### src/rtl/rs232_tx_arbiter.sv
// rs232_tx_arbiter: round-robin arbiter sharing one N-byte RS-232
// transmit serializer among R requesters.
// Ports: clk, reset (sync, active-high), req[R], req_data[R*N*n],
//   grant[R], ack[R], err, busy, tx_start, tx_data[N*n], tx_done.
// Optional: define RS232_ARB_TIMEOUT_EN to abort WAIT after TIMEOUT cycles.
module rs232_tx_arbiter #(
   parameter int N       = 8,
   parameter int n       = 8,
   parameter int R       = 4,
   parameter int TIMEOUT = 4096
) (
   input  logic             clk,
   input  logic             reset,
   input  logic [R-1:0]     req,
   input  logic [R*N*n-1:0] req_data,
   output logic [R-1:0]     grant,
   output logic [R-1:0]     ack,
   output logic             err,
   output logic             busy,
   output logic             tx_start,
   output logic [N*n-1:0]   tx_data,
   input  logic             tx_done
);

   localparam int FW = N * n;
   localparam int PW = (R > 1) ? $clog2(R) : 1;

   typedef enum logic [1:0] {
      IDLE  = 2'd0,
      START = 2'd1,
      WAIT  = 2'd2,
      DONE  = 2'd3
   } state_t;

   state_t          state;
   logic [PW-1:0]   ptr;
   logic [PW-1:0]   owner;
   logic            found;
   logic [PW-1:0]   win;
   logic [R-1:0]    win_oh;
   logic [FW-1:0]   win_data;
   logic [PW-1:0]   ptr_next;
   int              idx;

   // Scan ptr, ptr+1, ... modulo R; first set req bit wins.
   always_comb begin
      found    = 1'b0;
      win      = '0;
      win_oh   = '0;
      win_data = '0;
      idx      = 0;
      for (int k = 0; k < R; k++) begin
         idx = int'(ptr) + k;
         if (idx >= R) idx = idx - R;
         if (!found && req[PW'(idx)]) begin
            found = 1'b1;
            win   = PW'(idx);
         end
      end
      if (found) win_oh[win] = 1'b1;
      for (int k = 0; k < R; k++) begin
         if (PW'(k) == win) win_data = req_data[k*FW +: FW];
      end
   end

   assign ptr_next = (owner == PW'(R - 1)) ? '0 : owner + 1'b1;

`ifdef RS232_ARB_TIMEOUT_EN
   localparam int CW = (TIMEOUT > 2) ? $clog2(TIMEOUT) : 1;
   logic [CW-1:0] cnt;

   always_ff @(posedge clk) begin
      if (reset) begin
         state    <= IDLE;
         ptr      <= '0;
         owner    <= '0;
         grant    <= '0;
         ack      <= '0;
         err      <= 1'b0;
         busy     <= 1'b0;
         tx_start <= 1'b0;
         tx_data  <= '0;
         cnt      <= '0;
      end else begin
         ack      <= '0;
         err      <= 1'b0;
         tx_start <= 1'b0;
         unique case (state)
            IDLE: begin
               if (found) begin
                  state    <= START;
                  owner    <= win;
                  grant    <= win_oh;
                  tx_data  <= win_data;
                  tx_start <= 1'b1;
                  busy     <= 1'b1;
               end
            end
            START: begin
               state <= WAIT;
               cnt   <= '0;
            end
            WAIT: begin
               // tx_done wins over a simultaneous terminal count.
               if (tx_done) begin
                  state <= DONE;
                  ack   <= grant;
               end else if (cnt == CW'(TIMEOUT - 1)) begin
                  state <= DONE;
                  ack   <= grant;
                  err   <= 1'b1;
               end else begin
                  cnt <= cnt + 1'b1;
               end
            end
            DONE: begin
               state <= IDLE;
               grant <= '0;
               busy  <= 1'b0;
               ptr   <= ptr_next;
            end
            default: state <= IDLE;
         endcase
      end
   end
`else
   assign err = 1'b0;

   always_ff @(posedge clk) begin
      if (reset) begin
         state    <= IDLE;
         ptr      <= '0;
         owner    <= '0;
         grant    <= '0;
         ack      <= '0;
         busy     <= 1'b0;
         tx_start <= 1'b0;
         tx_data  <= '0;
      end else begin
         ack      <= '0;
         tx_start <= 1'b0;
         unique case (state)
            IDLE: begin
               if (found) begin
                  state    <= START;
                  owner    <= win;
                  grant    <= win_oh;
                  tx_data  <= win_data;
                  tx_start <= 1'b1;
                  busy     <= 1'b1;
               end
            end
            START: state <= WAIT;
            WAIT: begin
               if (tx_done) begin
                  state <= DONE;
                  ack   <= grant;
               end
            end
            DONE: begin
               state <= IDLE;
               grant <= '0;
               busy  <= 1'b0;
               ptr   <= ptr_next;
            end
            default: state <= IDLE;
         endcase
      end
   end
`endif

endmodule

### config.mk
export PLATFORM = sky130hd
export DESIGN_NAME = rs232_tx_arbiter
export DESIGN_NICKNAME = d
export VERILOG_FILES = /design/src/rtl/rs232_tx_arbiter.sv
export SDC_FILE = /design/constraint.sdc
export NUM_CORES = 1
export LEC_CHECK = 0
export ABC_AREA = 1
export ABC_CLOCK_PERIOD_IN_PS = 5950
export BUFFER_PORTS_ARGS = -buffer_cell sky130_fd_sc_hd__buf_2
export CAP_MARGIN = 30
export CORE_AREA = 2 2 130 132
export DETAILED_ROUTE_END_ITERATION = 12
export DIE_AREA = 0 0 132 134
export SYNTH_ARGS = -nofsm -noshare
export SYNTH_HDL_FRONTEND = slang
export SYNTH_SLANG_ARGS = --single-unit
### constraint.sdc
create_clock -name clk -period 5.95 [get_ports clk]
set_clock_uncertainty 0.2 [all_clocks]
set_input_delay 0.8925 -clock clk [delete_from_list [all_inputs] [get_ports clk]]
set_output_delay 0.8925 -clock clk [all_outputs]
set_load 0.1 [all_outputs]
==> metrics.md, run 1 <==
| Metric | Value |
|---|---|
| Register area share after synthesis | `0.303` |
| CP peak stage delay | `0.61 ns` |
| Hold Crit Class | `reg -> reg` |
| Post-Synthesis Cell Area | `0.00528 mm^2` |
| Min Hold Slack | `0.251 ns` |
| Setup_tns | `0 ns` |
| Die X | `about 130 um` |
| Pwr per Cell Area | `about 750 mW/mm^2` |
| GPL Wtd Cong | `0.882` |
| Mapped Cells | `898` |
| Max-slew violations | `0` |
| Buf/Inv on CP | `3` |
| Dpl hpwl | `15,500 um` |
| Postcts setup bufs | `0` |
| Starting Density | `0.324` |
| Max Cap Viol | `0` |
| Crit path DAT | `3.99 ns` |
| Clock Path Buffers | `2` |
| Clock transition at path regs | `0.06 ns` |
| Worst setup EP type | `flop` |
| Die H | `about 130 um` |
| Worst path cell trace | `inv_2, nand2_1, nand2_2, nand2_2, nand2_2, nor2_4, nand3_1, nand2_2, nand2_4, nand2_2, buf_4, clkinv_2, nand2_1, nand2_1, nand2_1, a21oi_1` |
| Max VDD drop | `0.000452 V` |
| Resized cells post-CTS | `0` |
| Syn nets | `1,166` |
| Worst slew pin tran | `between 0.7 and 0.8 ns` |
| Rel. slew slack | `0.515` |
| CP max stage cell | `dfxtp_1` |
| Final Hold Fails | `0` |
| Fmax | `251 MHz` |
| Vias per std cell | `4.69` |
| FP Rows | `47` |
| Post-route minimum period | `roughly 4.0 ns` |
| Final setup violation count | `0` |
| Gr usage total | `0.222` |
| Average size of a mapped cell | `5.88 um^2` |
| Commonest non-fill, non-tap cell in the layout | `buf_2` |
| Initial DRC count | `300` |
| P&R area growth vs syn | `38.8%` |
| Synth Flop Type | `dfxtp_1` |
| Routed WL | `20,500 um` |
| Period utilization | `0.669` |
| Remaining DRCs | `0` |
| Most frequent cells in the layout | `buf_2, nand2_1, nand3_1` |
| CTS Hold Bufs | `0` |
| Status | `complete, no violations` |
| CTS Buf Count | `9` |
| Leakage Power | `4.08 nW` |
| Post-DRT Antenna Nets | `0` |
| Post-synth ARST share | `0` |
| Final #Nets | `1,459` |
| Htree depth | `3` |
| Pre-CTS WS | `between 1.5 and 2 ns` |
| Total congestion overflow | `0` |
| Synth area leader | `dfxtp_1` |
| Via count | `6,641` |
| Max FO, Critical Path | `68` |
| Design Power | `0.00553 W` |
| Top cells by area, synth | `dfxtp_1, nand2_1, nand3_1, o21ai_0, inv_1` |
| Initial antenna violation count | `1` |
| Critical Path RT | `5.96 ns` |
| Clock sink count | `80` |
| Most used cell, CP | `nand2_2` |
| Vias in the first global route | `approximately 6,100` |
| EDFF count, synth | `0` |
| Crit Path Category | `reg -> reg` |
| CTS tree | `done` |
| Synth warn | `0` |
| Share of cells above drive strength 1 | `0.319` |
| First-pass GRT wire length | `31,200 um` |
| Area of the core | `0.0163 mm^2` |
| Cell variety after synth | `28` |
| Die area | `0.0177 mm^2` |
| CP delay by family, top | `simple AND/OR/NAND/NOR gates` |
| DRT Pass-1 Iters | `8` |
| Setup WS post-layout | `1.97 ns` |
| Flop and latch count out of synthesis | `80` |
| CP Launch Type | `flop` |
| IO Port Bufs | `336` |
| Worst-Skew Late Latency | `approximately 0.34 ns` |
| Pin count of the biggest net entering global routing | `70` |
| IO Pins | `338` |
| Wire per inst | `14.5 um` |
| RSZ-0062 raised after global routing | `no` |
| Synth top area share | `0.303` |
| Clock root cell | `clkbuf_16` |
==> kinds of logic (layout without fill, tap and decap cells) <==
group | count (synthesis) | count (layout) | synth area share
fa+ha+maj | 5 | 5 | 0.0118
other cells | 1 | 2 | 0.000710
buf+inv | 175 | 473 | 0.144
simple gates | 452 | 452 | 0.363
compound gates | 185 | 185 | 0.178
flops | 80 | 80 | 0.303
==> final timing paths <==
check / startpoint / endpoint / slack, ns / depth (start not counted)
hold reg to reg: grant[2]$_SDFFE_PP0P_ / ack[2]$_SDFF_PP0_ / 0.25 / 2
setup / recovery: ptr[0]$_SDFFE_PP0P_ / tx_data[55]$_SDFFE_PP0P_ / 1.97 / 16
hold / removal: grant[2]$_SDFFE_PP0P_ / ack[2]$_SDFF_PP0_ / 0.25 / 2
setup reg to reg: ptr[0]$_SDFFE_PP0P_ / tx_data[55]$_SDFFE_PP0P_ / 1.97 / 16
==> synthesized netlist by cell type, types with 2 or more instances <==
cell type and number:
a21oi_1 74, buf_1 3, buf_2 21, buf_4 8
buf_6 5, clkbuf_1 21, clkbuf_2 3, dfxtp_1 80
ha_1 5, inv_1 110, inv_2 2, nand2_1 308
nand2_2 9, nand2_4 2, nand3_1 116, nor2_1 12
nor2_4 3, o21ai_0 100, o21ai_1 7
==> stage by stage <==
step	area (um^2)	util	instances
2_1_floorplan	5280	-	898
3_3_place_gp	6950	0.427	1398
3_5_place_dp	6960	0.428	1399
4_1_cts	7310	0.449	1415
5_1_grt	7330	0.450	1416
6_report	7330	0.450	1417
==> routing by layer <==
metal | vias up | part of all wire | global-route usage
met5 | - | 0.00054 | 0
met3 | 32 | 0.082 | 0.0578
met1 | 2895 | 0.41 | 0.266
met2 | 277 | 0.48 | 0.378
met4 | 2 | 0.027 | 0.0900
li1 | 3435 | - | -
==> power breakdown <==
group	switching [W]	internal, W
logic	0.00315	0.000816
registers	0.000132	0.000786
clock network	0.000225	0.000422
==> cell type report <==
cell class                 count  area, um^2
fill                        1804        8960
multi-input combinational    643        2930
clock inverter                 5         104
sequential                    80        1600
antenna                        1        2.50
clock buffer                  11         243
inverter                     114         432
timing repair buffer         343        1750
tap                          220         275
==> state kept, by name, summed over array words and instances, names as in the netlist <==
register  count
ack           4
busy          1
grant         4
owner         2
ptr           2
state         2
tx_data      64
tx_start      1
==> tightest hold or removal path: cells and delay by family (launching register included) <==
family	cells	cell delay, ns
flip-flops	1	0.32
AND/OR/NAND/NOR	1	0.03
buffers and inverters	1	0.05
(Power assumes the default switching activity.)
==> inputs of run 2 (changes only) <==
ABC_CLOCK_PERIOD_IN_PS = 3300   (was 5950)
CORE_AREA = 2 2 131 133   (was 2 2 130 132)
DIE_AREA = 0 0 133 135   (was 0 0 132 134)
PLACE_DENSITY = 0.66   (was default)
clock period = 3.3 ns   (was 5.95 ns; I/O delays follow)
==> run 2 against run 1 <==
  * Maximum frequency rose by 35%
  * Clock power rose by 73%
  * Worst setup slack worse by 1.6 ns
  * Combinational power is 85% higher
  * Total power increased by 83%
  * Critical path type unchanged
  * Clock-buffer cell count up 3
  * Final cell count up 0.85%
  * Non-clock buffer count is 10 higher
==> metrics.md, run 2 (synthesized netlist as in run 1, its figures left out) <==
| Metric | Value |
|---|---|
| Status | `complete, no violations` |
| Wire per inst | `14.6 um` |
| Worst slew pin tran | `0.726 ns` |
| Most frequent cells in the layout | `buf_2, nand2_1, nand3_1` |
| FP Rows | `between 40 and 50` |
| Vias in the first global route | `6,271` |
| Post-route minimum period | `2.95 ns` |
| Commonest non-fill, non-tap cell in the layout | `buf_2` |
| Setup_tns | `0 ns` |
| Worst-Skew Late Latency | `0.33 ns` |
| Clock root cell | `clkbuf_16` |
| Vias per std cell | `4.72` |
| IO Port Bufs | `336` |
| Initial antenna violation count | `4` |
| GPL Wtd Cong | `0.865` |
| Post-DRT Antenna Nets | `0` |
| Pwr per Cell Area | `1360 mW/mm^2` |
| Total congestion overflow | `0` |
| Max FO, Critical Path | `65` |
| Max VDD drop | `0.000843 V` |
| Crit Path Category | `reg -> reg` |
| Area of the core | `0.0164 mm^2` |
| Initial DRC count | `about 270` |
| Max-slew violations | `0` |
| Filler cells | `1,768` |
| Final Hold Fails | `0` |
| Biggest regs | `tx_data: 64 flops, ack: 4 flops, grant: 4 flops` |
| Post-layout util | `0.454` |
| Die H | `135 um` |
| Remaining DRCs | `0` |
| Crit path DAT | `2.95 ns` |
| CTS tree | `done` |
| Fmax | `339 MHz` |
| Leakage Power | `4.14 nW` |
| Via count | `6,742` |
| Critical Path RT | `3.30 ns` |
| Rel. slew slack | `0.516` |
| Gr usage total | `0.222` |
| Top reg by flops | `tx_data` |
| P&R area growth vs syn | `40.9%` |
| RSZ-0062 raised after global routing | `no` |
| Placed cells | `1,410` |
| CTS Hold Bufs | `0` |
| Clock transition at path regs | `0.06 ns` |
| Dpl hpwl | `approximately 16,000 um` |
| DRT Pass-1 Iters | `5` |
| FF+latch area | `0.00160 mm^2` |
| CP Launch Type | `flop` |
| Resized cells post-CTS | `0` |
| Starting Density | `0.322` |
| Area of the multi-input gates | `roughly 0.003 mm^2` |
| Worst setup EP type | `flop` |
| Clock sink count | `80` |
| First-pass GRT wire length | `31,500 um` |
| Die area | `around 0.018 mm^2` |
| Final setup violation count | `0` |
| Die X | `133 um` |
| Period utilization | `0.893` |
| Reg2reg setup slack | `0.35 ns` |
| Clock Path Buffers | `2` |
| Max reg flops | `64` |
| Hold Crit Class | `reg -> reg` |
| Pin count of the biggest net entering global routing | `66` |
| Max Cap Viol | `0` |
| Htree depth | `3` |
| IO Pins | `338` |
| Final instance count without filler cells | `1,429` |
| Share of cells above drive strength 1 | `0.323` |
| CTS Buf Count | `9` |
| Postcts setup bufs | `0` |
| Final #Nets | `roughly 1,500` |
| Routed WL | `20,800 um` |
==> run 2: critical path, cell delays in order (launching register included) <==
cell     delay, ns
dfxtp_1       0.59
inv_2         0.15
nand2_1       0.10
nand2_2       0.09
nand2_2       0.08
nand2_2       0.06
nor2_4        0.13
nand2_1       0.07
nor2_1        0.17
inv_1         0.08
nand2_2       0.08
buf_4         0.57
nor2_1        0.23
nand2_1       0.12
a21oi_1       0.07
==> run 2: layout make-up <==
cell class              count  share of cell area
well taps                 220              0.0370
diodes                      3             0.00101
repair buffers            353               0.251
inverters                 114              0.0580
clock buffers              14              0.0368
flip-flops and latches     80               0.215
multi-input cells         643               0.393
clock inverters             2             0.00807
==> run 2: per-stage QoR <==
| stage | worst slack (ns) | hold WS (ns) | area, um^2 | power (W) |
|---|---|---|---|---|
| 3_3_place_gp | 0.134 | 0.235 | 7050 | 0.00892 |
| 6_report | 0.354 | 0.250 | 7440 | 0.0101 |
| 5_1_grt | 0.0697 | 0.278 | 7440 | 0.0108 |
| 2_1_floorplan | 1.11 | 0.290 | 5280 | 0.00752 |
| 4_1_cts | 0.335 | 0.249 | 7430 | 0.0102 |
| 3_5_place_dp | 0.347 | 0.240 | 7100 | 0.00905 |
==> run 2: worst paths after layout <==
path / endpoint / from / depth (start not counted)
setup / recovery: grant[2]$_SDFFE_PP0P_ / ptr[0]$_SDFFE_PP0P_ / 14
hold / removal: ack[1]$_SDFF_PP0_ / grant[1]$_SDFFE_PP0P_ / 2
setup reg to reg: grant[2]$_SDFFE_PP0P_ / ptr[0]$_SDFFE_PP0P_ / 14
hold reg to reg: ack[1]$_SDFF_PP0_ / grant[1]$_SDFFE_PP0P_ / 2
==> run 2: layer usage <==
layer  GRT usage  share of wire
met2       0.397           0.49
met3      0.0458          0.067
met1       0.254           0.41
met4       0.106          0.032
met5           0        0.00077
==> run 2: power by group <==
part	internal, W	total, W	switching [W]
Sequential	0.00142	0.00165	0.000235
Clock	0.000726	0.00112	0.000398
Combinational	0.00162	0.00736	0.00574
Total	0.00376	0.0101	0.00637
==> inputs of run 3 (changes only) <==
==> constraint.sdc (replaced) <==
create_clock -name clk -period 3.3 [get_ports clk]
set_clock_uncertainty 0.2 [all_clocks]
set_input_delay 0 -clock clk [delete_from_list [all_inputs] [get_ports clk]]
set_output_delay 0 -clock clk [all_outputs]
set_load 0.1 [all_outputs]
==> run 3 against run 2 <==
  * Clock-buffer cell count decreased by 4
  * Sequential share of layout area down 4.9 points
  * Worst setup slack got worse by 0.12 ns
  * Wire length up 27%
  * Core utilization rose by 13 points
  * Register-to-register slack worse by 0.12 ns
  * Sequential cell count unchanged
  * Non-clock buffer count is 227 higher
  * Die area is the same
  * Sequential power about the same
  * Final cell count is 16% higher
  * Largest cell class is now non-clock buffers
  * Largest power group unchanged
==> metrics.md, run 3 (synthesized netlist as in run 1, its figures left out) <==
| Metric | Value |
|---|---|
| Status | `complete, no violations` |
| Min-delay src | `req_data[105]` |
| Worst setup EP type | `flop` |
| Vias per std cell | `roughly 5` |
| Clock sink count | `80` |
| FP Rows | `47` |
| Switching pwr | `0.00666 W` |
| Period utilization | `0.928` |
| Max-slew violations | `0` |
| Vias in the first global route | `roughly 8,300` |
| P&R area growth vs syn | `82.8%` |
| Leakage Power | `5.05 nW` |
| Pin count of the biggest net entering global routing | `66` |
| Post-route cell area | `0.00965 mm^2` |
| Grt peak-use layer | `met2` |
| Met3 Use GR | `0.0736` |
| Internal power | `0.00390 W` |
| Most frequent cells in the layout | `buf_2, nand2_1, dlygate4sd3_1` |
| Worst slew pin tran | `around 0.8 ns` |
| First-pass GRT wire length | `40,200 um` |
| CP Launch Type | `flop` |
| Htree depth | `3` |
| Top reg by flops | `tx_data` |
| Starting Density | `0.322` |
| Comb pwr share | `0.756` |
| CTS Buf Count | `9` |
| DRT Pass-1 Iters | `5` |
| Critical Path RT | `about 3.3 ns` |
| CP startpoint | `ptr[0]$_SDFFE_PP0P_` |
| IO Pins | `338` |
| Area of the core | `0.0164 mm^2` |
| Met2 GRT Util | `0.477` |
| Die H | `135 um` |
| FF-to-FF Start | `ptr[0]$_SDFFE_PP0P_` |
| Clock Power Share | `0.087` |
| Clock root cell | `clkbuf_16` |
| Initial antenna violation count | `3` |
| Clock transition at path regs | `0.06 ns` |
| Final #Nets | `1,696` |
| Remaining DRCs | `0` |
| Grt met1 use | `0.306` |
| Worst-Skew Late Latency | `0.34 ns` |
| Biggest regs | `tx_data: 64 flops, ack: 4 flops, grant: 4 flops` |
| RSZ-0062 raised after global routing | `no` |
| Final setup violation count | `0` |
| CTS tree | `done` |
| Final Hold Fails | `0` |
| Via count | `8,266` |
| Filler cells | `1,391` |
| Die X | `133 um` |
| Die area | `0.0180 mm^2` |
| Total congestion overflow | `0` |
| Max FO, Critical Path | `43` |
| Routed WL | `26,400 um` |
| Max reg flops | `64` |
| Fmax | `326 MHz` |
| Max VDD drop | `0.000831 V` |
| Design Power | `0.0106 W` |
| FF+latch area | `0.00160 mm^2` |
| Cell Area, Placed | `0.00708 mm^2` |
| Post-route minimum period | `3.06 ns` |
| Share of power burned in registers | `0.157` |
| Pwr per Cell Area | `between 1000 and 1500 mW/mm^2` |
| Gr usage total | `0.280` |
| Switching portion of total power | `0.631` |
| Commonest non-fill, non-tap cell in the layout | `buf_2` |
| Hold Crit Class | `in -> reg` |
| Rel. slew slack | `0.480` |
| Share of cells above drive strength 1 | `0.272` |
| Clock Path Buffers | `2` |
| Setup_tns | `0 ns` |
| Initial DRC count | `471` |
| GPL Wtd Cong | `a little over 0.9` |
| IO Port Bufs | `336` |
| Area of the multi-input gates | `slightly below 0.003 mm^2` |
| Post-DRT Antenna Nets | `0` |
| Max Cap Viol | `0` |
| Wire per inst | `16.0 um` |
| Crit Path Category | `reg -> reg` |
| Crit path DAT | `3.05 ns` |
| Dpl hpwl | `15,500 um` |
-- run 3: metrics by stage --
| step | setup slack [ns] | util | hold slack [ns] | instances |
|---|---|---|---|---|
| 3_3_place_gp | 0.470 | 0.430 | 0.152 | 1407 |
| 5_1_grt | 0.0166 | 0.588 | 0.0559 | 1652 |
| 6_report | 0.237 | 0.588 | 0.0178 | 1653 |
| 4_1_cts | 0.0201 | 0.587 | 0.00956 | 1651 |
| 3_5_place_dp | 0.413 | 0.431 | 0.158 | 1408 |
| 2_1_floorplan | 1.16 | - | 0.00595 | 898 |
-- run 3: path summary, 6_finish.rpt --
path,end,slack (ns),depth (start not counted)
min reg2reg,ack[3]$_SDFF_PP0_,0.25,2
max,tx_data[46]$_SDFFE_PP0P_,0.24,15
max reg2reg,tx_data[46]$_SDFFE_PP0P_,0.24,15
min,tx_data[41]$_SDFFE_PP0P_,0.02,7
-- run 3: power by group through the flow --
| stage | clock, W | combinational [W] | sequential [W] |
|---|---|---|---|
| 4_1_cts | 0.000936 | 0.00777 | 0.00165 |
| 6_report | 0.000918 | 0.00798 | 0.00166 |
| 3_5_place_dp | 0 | 0.00733 | 0.00167 |
| 2_1_floorplan | 0 | 0.00292 | 0.00460 |
| 5_1_grt | 0.000976 | 0.00851 | 0.00171 |
| 3_3_place_gp | 0 | 0.00726 | 0.00166 |
-- run 3: timing repair --
| action | in CTS | in global routing |
|---|---|---|
| resized for setup | 0 | 5 |
| endpoints found under the setup margin | 0 | 17 |
| hold buffers | 229 | 0 |
| setup buffers | 0 | 0 |
| hold endpoints to repair | 70 | 0 |
-- run 3: layer usage --
layer | vias up | share of wire | wire length [um]
met5 | - | 0.00038 | 10
met4 | 2 | 0.062 | 1630
met3 | 139 | 0.10 | 2660
met2 | 604 | 0.47 | 12300
met1 | 3622 | 0.37 | 9820
li1 | 3899 | - | -
-- run 3: layout make-up --
cell class                 count  share of cell area
antenna                        2            0.000518
clock buffer                  10              0.0248
clock inverter                 4             0.00233
inverter                     114              0.0451
multi-input combinational    643               0.304
sequential                    80               0.166
tap                          220              0.0285
timing repair buffer         580               0.429
-- run 3: worst max-delay path, stage by stage (launching register included) --
cell	delay, ns
dfxtp_2	0.46
inv_2	0.12
nand2_1	0.09
nand2_2	0.09
nand2_2	0.08
nand2_2	0.06
nor2_4	0.14
nand4_2	0.18
nand2_8	0.25
buf_12	0.26
nand3_1	0.10
nand3_1	0.12
dlygate4sd3_1	0.57
nand2_1	0.06
nand2_1	0.06
a21oi_1	0.05
